## src/rtl/bitscan_pkg.sv

```systemverilog
// Shared helpers for the lowest-set-bit priority select and the arbiters built on it.
package bitscan_pkg;

  // Upper bound for callers of lsb_isolate; wider vectors must be split by the caller.
  localparam int unsigned MaxWidth = 256;

  function automatic int unsigned clog2(input int unsigned value);
    int unsigned result;
    result = 0;
    while ((64'd1 << result) < 64'(value)) begin
      result = result + 1;
    end
    return result;
  endfunction

  function automatic int unsigned idx_width(input int unsigned width);
    return (clog2(width) > 0) ? clog2(width) : 1;
  endfunction

  function automatic logic [MaxWidth-1:0] lsb_isolate(input logic [MaxWidth-1:0] vec);
    return vec & (~vec + MaxWidth'(1));
  endfunction

endpackage

```

## src/rtl/bitscan_enc.sv

```systemverilog
// One-hot to binary encoder built as an OR tree; a zero input encodes to zero.
module bitscan_enc
  import bitscan_pkg::*;
#(
  parameter int unsigned WIDTH = 16,
  parameter int unsigned IDX_W = idx_width(WIDTH)
) (
  input  logic [WIDTH-1:0] onehot,
  output logic [IDX_W-1:0] index
);

  always_comb begin
    index = '0;
    for (int k = 0; k < int'(IDX_W); k++) begin
      for (int n = 0; n < int'(WIDTH); n++) begin
        if (((n >> k) & 1) == 1) begin
          index[k] = index[k] | onehot[n];
        end
      end
    end
  end

endmodule

```

## src/rtl/bitscan.sv

```systemverilog
// Lowest-set-bit isolate with binary index and any-request flag, optionally registered.
module bitscan
  import bitscan_pkg::*;
#(
  parameter int unsigned WIDTH    = 16,
  parameter int unsigned PIPELINE = 0,
  parameter int unsigned IDX_W    = idx_width(WIDTH)
) (
  input  logic             clk,
  input  logic             rst,
  input  logic [WIDTH-1:0] req,
  output logic [WIDTH-1:0] sel,
  output logic [IDX_W-1:0] index,
  output logic             any
);

  logic [WIDTH-1:0] sel_d;
  logic [IDX_W-1:0] index_d;
  logic             any_d;

  // Written as an add so synthesis maps it onto the carry chain.
  assign sel_d = req & (~req + WIDTH'(1));
  assign any_d = |req;

  bitscan_enc #(
    .WIDTH (WIDTH),
    .IDX_W (IDX_W)
  ) u_enc (
    .onehot (sel_d),
    .index  (index_d)
  );

  if (PIPELINE == 0) begin : gen_comb
    logic unused_clk_rst;
    assign unused_clk_rst = clk ^ rst;

    assign sel   = sel_d;
    assign index = index_d;
    assign any   = any_d;
  end else begin : gen_reg
    logic [WIDTH-1:0] sel_q;
    logic [IDX_W-1:0] index_q;
    logic             any_q;

    always_ff @(posedge clk) begin
      if (rst) begin
        sel_q   <= '0;
        index_q <= '0;
        any_q   <= 1'b0;
      end else begin
        sel_q   <= sel_d;
        index_q <= index_d;
        any_q   <= any_d;
      end
    end

    assign sel   = sel_q;
    assign index = index_q;
    assign any   = any_q;
  end

endmodule

```

## config.mk

```make
export PLATFORM = sky130hd
export DESIGN_NAME = bitscan
export DESIGN_NICKNAME = d
export VERILOG_FILES = /design/src/rtl/bitscan_pkg.sv /design/src/rtl/bitscan_enc.sv /design/src/rtl/bitscan.sv
export SDC_FILE = /design/constraint.sdc
export NUM_CORES = 1
export LEC_CHECK = 0
export CAP_MARGIN = 20
export CORE_AREA = 2 2 39 41
export DETAILED_ROUTE_END_ITERATION = 10
export DIE_AREA = 0 0 41 43
export GPL_TIMING_DRIVEN = 0
export PLACE_DENSITY = 0.82
export REMOVE_ABC_BUFFERS = 1
export SLEW_MARGIN = 5
export SYNTH_ARGS = -nofsm -noshare
export SYNTH_HDL_FRONTEND = slang
export SYNTH_SLANG_ARGS = --single-unit
```

## constraint.sdc

```tcl
create_clock -name vclk -period 1.75
set_clock_uncertainty 0.15 [all_clocks]
set_input_delay 0.35 -clock vclk [all_inputs]
set_output_delay 0.35 -clock vclk [all_outputs]
set_load 0.05 [all_outputs]
```

==> impl_results.md, run 1 <==
* Outcome: complete, but fails checks
* Failing checks: setup timing
* Post-synth top area cell: nor4_4
* Drt via density at 5.305
* Horiz. Die Dim at 41 microns
* Post-layout min period at between 2 and 2.5 ns
* Die Span Y at roughly 43 microns
* RSZ-0062 raised after global routing: true
* Seq cells at 0
* Vias in the first global route at 611
* Initial Utilization at 26.85%
* Met2 Routed Length at 986 microns
* Most numerous cell in the Yosys netlist: nor2_1
* Setup crit end kind: output pin
* Hold path depth at 3
* Tcrit/Tclk final at 115.0%
* Largest net degree at the start of global routing at 9
* Core Region at around 1400 sq um
* Final WL at around 1700 microns
* Yosys top cell area share at between 10% and 20%
* Fin worst setup slack at -0.2632 ns
* Mapped Avg Cell Area at 6.882 sq um
* Post-placement cell area at 750.7 sq um
* Post-route DRC at 0
* Die area at 1763 sq um
* Total vias in the final route at 626
* Synth warn at 0
* Hold Path Class: in2out
* Layout Cells excl Fill at 118
* Final Hold Fails at 0
* Syn Std Cell Area at 371.6 sq um
* Worst Tran Pin Value at between 0.4 and 0.5 ns
* CLK BUF at 0
* Met3 wire length at roughly 160 microns
* DR top layer: met4
* Maximum VDD drop at 113.5 uV
* Initial drt markers at 0
* LEAKAGE at 0.4118 nW
* CP max-delay cell: nor4_4
* Register area share after synthesis at 0%
* Remaining antenna violation count after routing at 0
* Worst hold start: req[4]
* CP cell instances: buf_8 > nor4_4 > buf_4 > and4b_2 > nor3_2 > nand2_1 > buf_6
* Post-Synthesis Cells at 54
* Fin. max-slew vios at 0
* Design Area, Final at 973.4 sq um
* Startpoint types: primary input
* Num rows at 14
* Port buffer count at 37
* Ant diodes at 0
* Worst path max stage delay at between 0.3 and 0.4 ns
* # IOs at 39
* Fraction of layout cells with a size suffix above 1 at between 70% and 80%
* CP Data Arrival Time at around 1.5 ns
* Cts-stage hold buffer count at 0
* Top post-synthesis cells by area: nor4_4 (17%), nor2_1 (9.1%), and2_1 (6.7%), nor3_2 (5.4%), and3_1 (5.1%)
* Unique masters post-synth at 25
* Metal-1 WL at approximately 530 microns
* Grt ovf at 0
* Setup violators final at 13
* Crit path max fanout at 4
* DR WL/cell at around 14 microns
* CP Class: in2out
* TritonRoute pass-1 iters at 1
* Post-layout nets at 122
* Register area at 0 sq um
* Hold path endpoint: sel[6]
* Final Wtd Congestion at 0.6439
* Maximum clock frequency at 0.4967 GHz
* Synth top cells by count: nor2_1 (9), nand2_1 (5), and2_1 (4)
* Max-cap violations at 0
* Total global-route track usage at 19.18%
* Hold_ws at 0.8802 ns
* Slew margin rel. at 67.85%
* Initial antenna violation count at 0
* First-pass GRT wire length at around 2400 microns
* PD cells at 183.6 nW/um^2
* Placed Cells at 105
* CP required at 1.25 ns
* Layout area overhead at 162.0%
* Detailed placement HPWL at ~1100 microns
* Setup TNS at -2.029 ns
-- per-stage QoR --
step | util (%) | total power (W) | worst slack (ns)
after floorplan | - | 0.00005672 | -0.9557
after global placement | 54.25 | 0.0001422 | -1.271
after detailed placement | 54.25 | 0.0001446 | -1.312
after CTS | 61.39 | 0.0001582 | -0.2412
after global routing | 70.34 | 0.0001880 | -0.3313
final | 70.34 | 0.0001787 | -0.2632
-- placed cells by master, fill, tap and decap left out, drive strengths merged, types with 2 or more instances in the layout --
cell type | synthesis | final
nor4 | 4 | 4
and2 | 4 | 4
inv | 3 | 3
nor2 | 9 | 9
nor2b | 2 | 2
o31ai | 2 | 2
a31oi | 2 | 2
and3 | 3 | 3
buf | 1 | 47
nor3 | 5 | 5
nand2 | 5 | 5
a21oi | 2 | 2
nor4b | 2 | 2
-- final cells by class --
class / instances / area [sq um]
timing repair buffer: 50 / 486.7
tap: 16 / 20.02
fill: 121 / 410.4
multi-input combinational: 49 / 455.4
inverter: 3 / 11.26
-- cells by family after synthesis --
family / share of synthesized area (%)
buffers and inverters: 6.060
and+or+nand+nor: 73.06
AOI/OAI and AO/OA: 20.88
-- how the worst max path moves through the flow --
stage          startpoint       end  slack, ns  cells after the start
5_1_grt            req[6]   sel[14]      -0.33                      6
3_5_place_dp       req[2]   sel[11]      -1.31                      6
6_report           req[0]  index[0]      -0.26                      7
2_1_floorplan      req[1]    sel[6]      -0.96                      3
3_3_place_gp       req[2]   sel[11]      -1.27                      6
4_1_cts            req[3]  index[0]      -0.24                      7
-- where the power goes --
group / internal (W) / switching, W
clock network: 0 / 0
logic: 0.0000763 / 0.000102
registers: 0 / 0
total: 0.0000763 / 0.000102
-- layer usage --
layer  vias up  track usage [%]
li1        299                -
met1       296            16.14
met2        29            39.06
met3         2            3.665
met4         0            6.000
met5         -                0
-- repair_timing --
| action | CTS | global route |
|---|---|---|
| pin swaps | 16 | 13 |
| setup buffers | 10 | 4 |
| gates resized for setup | 221 | 38 |
| endpoints found under the setup margin | 21 | 19 |
-- critical path, delay by kind of cell --
family	cells	cell delay [ns]
AND/OR/NAND/NOR	4	0.72
buffers and inverters	3	0.44
Note: power is estimated with default switching activity, not from simulation.
==> run 2, diff against run 1 <==
Settings changed: GPL_TIMING_DRIVEN 0 to not set.
==> run 2 against run 1 <==
Net effect: the run now fails in global routing; synthesized cell count did not move; synthesized area did not move.
==> impl_results.md, run 2 <==
* Outcome: did not finish
* Detailed placement HPWL at 1416 microns (+28%)
* Post-Synthesis Cells at 54 (unchanged)
* Port buffer count at 37 (unchanged)
* Most numerous cell in the Yosys netlist: nor2_1
* Yosys top cell area share at 17.17% (unchanged)
* Largest net degree at the start of global routing at 6
* Worst EP kind: primary output
* Num rows at 14 (unchanged)
* Synth top cells by count: nor2_1 (9), nand2_1 (5), and2_1 (4)
* Final Wtd Congestion at 0.7423 (+15%)
* Last stage: global routing
* Register area share after synthesis at 0% (unchanged)
* Worst-path endpoint after global-route repair_timing: sel[14]
* Horiz. Die Dim at 41 microns (unchanged)
* Synth warn at 0 (unchanged)
* Die Span Y at 43 microns (unchanged)
* # IOs at 39 (unchanged)
* Syn Std Cell Area at 371.6 sq um (unchanged)
* Post-synth top area cell: nor4_4
* Post-place setup slack at -0.6797 ns (+0.6321 ns)
* Cts-stage hold buffer count at 0 (unchanged)
* Unique masters post-synth at 25 (unchanged)
* Placed Cells at 128 (+22%)
* Mapped Avg Cell Area at 6.882 sq um (unchanged)
* First Err: [ERROR DPL-0038] Utilization greater than 100%, impossible to legalize
* Top post-synthesis cells by area: nor4_4 (17%), nor2_1 (9.1%), and2_1 (6.7%), nor3_2 (5.4%), and3_1 (5.1%)
* Initial Utilization at 26.85% (unchanged)
## run 2: metrics by stage
step	TNS [ns]	area [sq um]
after floorplan	-5.686	360.3
after global placement	-9.842	1121
after detailed placement	-10.57	1121
after CTS	-2.731	1299
## run 2: kinds of logic after synthesis
| logic type | after synthesis | synth area share, % |
|---|---|---|
| compound gates | 11 | 20.88 |
| buf+inv | 5 | 6.060 |
| simple gates | 38 | 73.06 |
## run 2: timing repair
item                       4_1_cts
resized for setup              109
pin swaps                       19
setup endpoints to repair       20
buffers inserted                 8
==> run 3, diff against run 2 <==
Settings changed: CORE_AREA 2 2 39 41 to 2 2 63 65, DIE_AREA 0 0 41 43 to 0 0 65 67, PLACE_DENSITY 0.82 to not set, PLACE_DENSITY_LB_ADDON set to 0.15.
==> run 3 against run 2 <==
Net effect: the flow now finishes, with violations (setup timing).
==> impl_results.md, run 3 (same netlist as run 1, synthesis figures left out) <==
* Outcome: complete, but fails checks
* Failing checks: setup timing
* Metal-1 WL at ~830 microns
* Buf+Inv Stages, Crit Path at 3
* Area of the multi-input gates at 563.0 sq um
* Ant diodes at 0
* Seq cells at 0
* Combinational group share of total power at 100.0%
* Hold path endpoint: sel[14]
* # IOs at 39 (unchanged)
* Hold path depth at 3
* Total global-route track usage at 9.421%
* Core Region at around 3600 sq um
* Switch share at 46.32%
* Setup TNS at -1.901 ns
* Initial drt markers at 4
* Horiz. Die Dim at 65 microns (+59%)
* Post-layout nets at between 100 and 150
* Fin. max-slew vios at 0
* Clk pwr share at 0%
* Worst Tran Pin Value at 0.3349 ns
* Met2 Routed Length at 1050 microns
* Final Wtd Congestion at 0.6548 (-12%)
* Largest net degree at the start of global routing at 6
* Worst path max stage delay at 0.27 ns
* Maximum clock frequency at 0.5134 GHz
* DR WL/cell at 11.46 microns
* Post-route DRC at 0
* Die area at 4355 sq um
* Register area at 0 sq um
* Post-layout min period at 1.948 ns
* Met3 wire length at about 130 microns
* Total vias in the final route at 702
* CP Data Arrival Time at ~1.5 ns
* Worst path depth at 7
* Num rows at 22 (+8)
* Worst hold start: req[14]
* Grt ovf at 0
* RSZ-0062 raised after global routing: true
* Post-placement cell area at 1191 sq um (+6.2%)
* Final WL at 2005 microns
* Initial antenna violation count at 0
* Design Area, Final at 1563 sq um
* Remaining antenna violation count after routing at 0
* Critical path's top delay family: simple AND/OR/NAND/NOR gates
* Layout area overhead at 320.5%
* Die Span Y at 67 microns (+56%)
* Max-cap violations at 0
* LEAKAGE at 0.6538 nW
* CLK BUF at 0
* Placed Cells at 164 (+28%)
* Final Hold Fails at 0
* Setup violators final at 14
* Drt via density at 4.011
* Initial Utilization at 10.31% (-17 points)
* Fin worst setup slack at -0.1979 ns
* Port buffer count at 37 (unchanged)
* First-pass GRT wire length at around 3400 microns
* Hold Path Class: in2out
* Vias in the first global route at around 760
* Layout fillers at 352
* Fraction of layout cells with a size suffix above 1 at 85.04%
* Most frequent cells in the layout: buf_4 (26), buf_6 (19), buf_12 (19)
* Sequential power share at 0%
* Internal power at 0.0001492 W
* Detailed placement HPWL at 1522 microns (+7.5%)
* Tcrit/Tclk final at 111.3%
* CP required at 1.25 ns
* Net Sw Power at 0.0001287 W
* CP cell instances: buf_8 > nor4_4 > buf_6 > and4b_2 > nor3_2 > nand2_1 > buf_12
* PD cells at around 180 nW/um^2
* Crit path max fanout at 5
* TritonRoute pass-1 iters at 3
* Hold_ws at 0.9237 ns
* Maximum VDD drop at 92.02 uV
* Startpoint types: primary input
* Slew margin rel. at 77.51%
* Leading cell type in the layout, fill and taps excluded: buf_4
* Cts-stage hold buffer count at 0 (unchanged)
* CP max-delay cell: nor4_4
* DR top layer: met3
* CP Class: in2out
* Layout Cells excl Fill at 175
* Setup crit end kind: output pin
-- run 3: repair_timing --
action                                  in CTS  in global routing
gates resized for setup                    132                 15
endpoints found under the hold margin        0                  0
pin swaps                                   20                 11
endpoints found under the setup margin      20                 18
setup buffers                               11                  1
-- run 3: routing by layer --
| metal | track usage (%) | vias up |
|---|---|---|
| met5 | 0 | - |
| met4 | 0 | 0 |
| met3 | 1.014 | 0 |
| met2 | 19.07 | 23 |
| met1 | 11.13 | 329 |
| li1 | - | 350 |
-- run 3: layout make-up --
class / instances / area share [%]
Timing Repair Buffer: 75 / 59.41
Inverter: 3 / 0.7206
Tap cell: 48 / 3.843
Multi-Input combinational cell: 49 / 36.03
-- run 3: worst max path at each step --
stage / start / to / slack [ns]
2_1_floorplan: req[1] / sel[6] / -0.96
5_1_grt: req[0] / index[0] / -0.27
3_3_place_gp: req[7] / sel[15] / -0.72
6_report: req[0] / index[0] / -0.20
3_5_place_dp: req[3] / sel[15] / -0.71
4_1_cts: req[0] / sel[14] / -0.24
-- run 3: power by group through the flow --
stage               Combinational (W)  Clock [W]  Sequential, W
floorplan                   0.0000567          0              0
global placement             0.000207          0              0
detailed placement           0.000207          0              0
CTS                          0.000264          0              0
global route                 0.000293          0              0
finish                       0.000278          0              0
-- run 3: metrics by stage --
step | total power, W | setup slack [ns] | util, %
after global placement | 0.0002067 | -0.7211 | 33.03
after CTS | 0.0002636 | -0.2420 | 41.05
final | 0.0002779 | -0.1979 | 43.34
after global routing | 0.0002932 | -0.2741 | 43.34
after floorplan | 0.00005672 | -0.9557 | -
after detailed placement | 0.0002067 | -0.7131 | 33.03
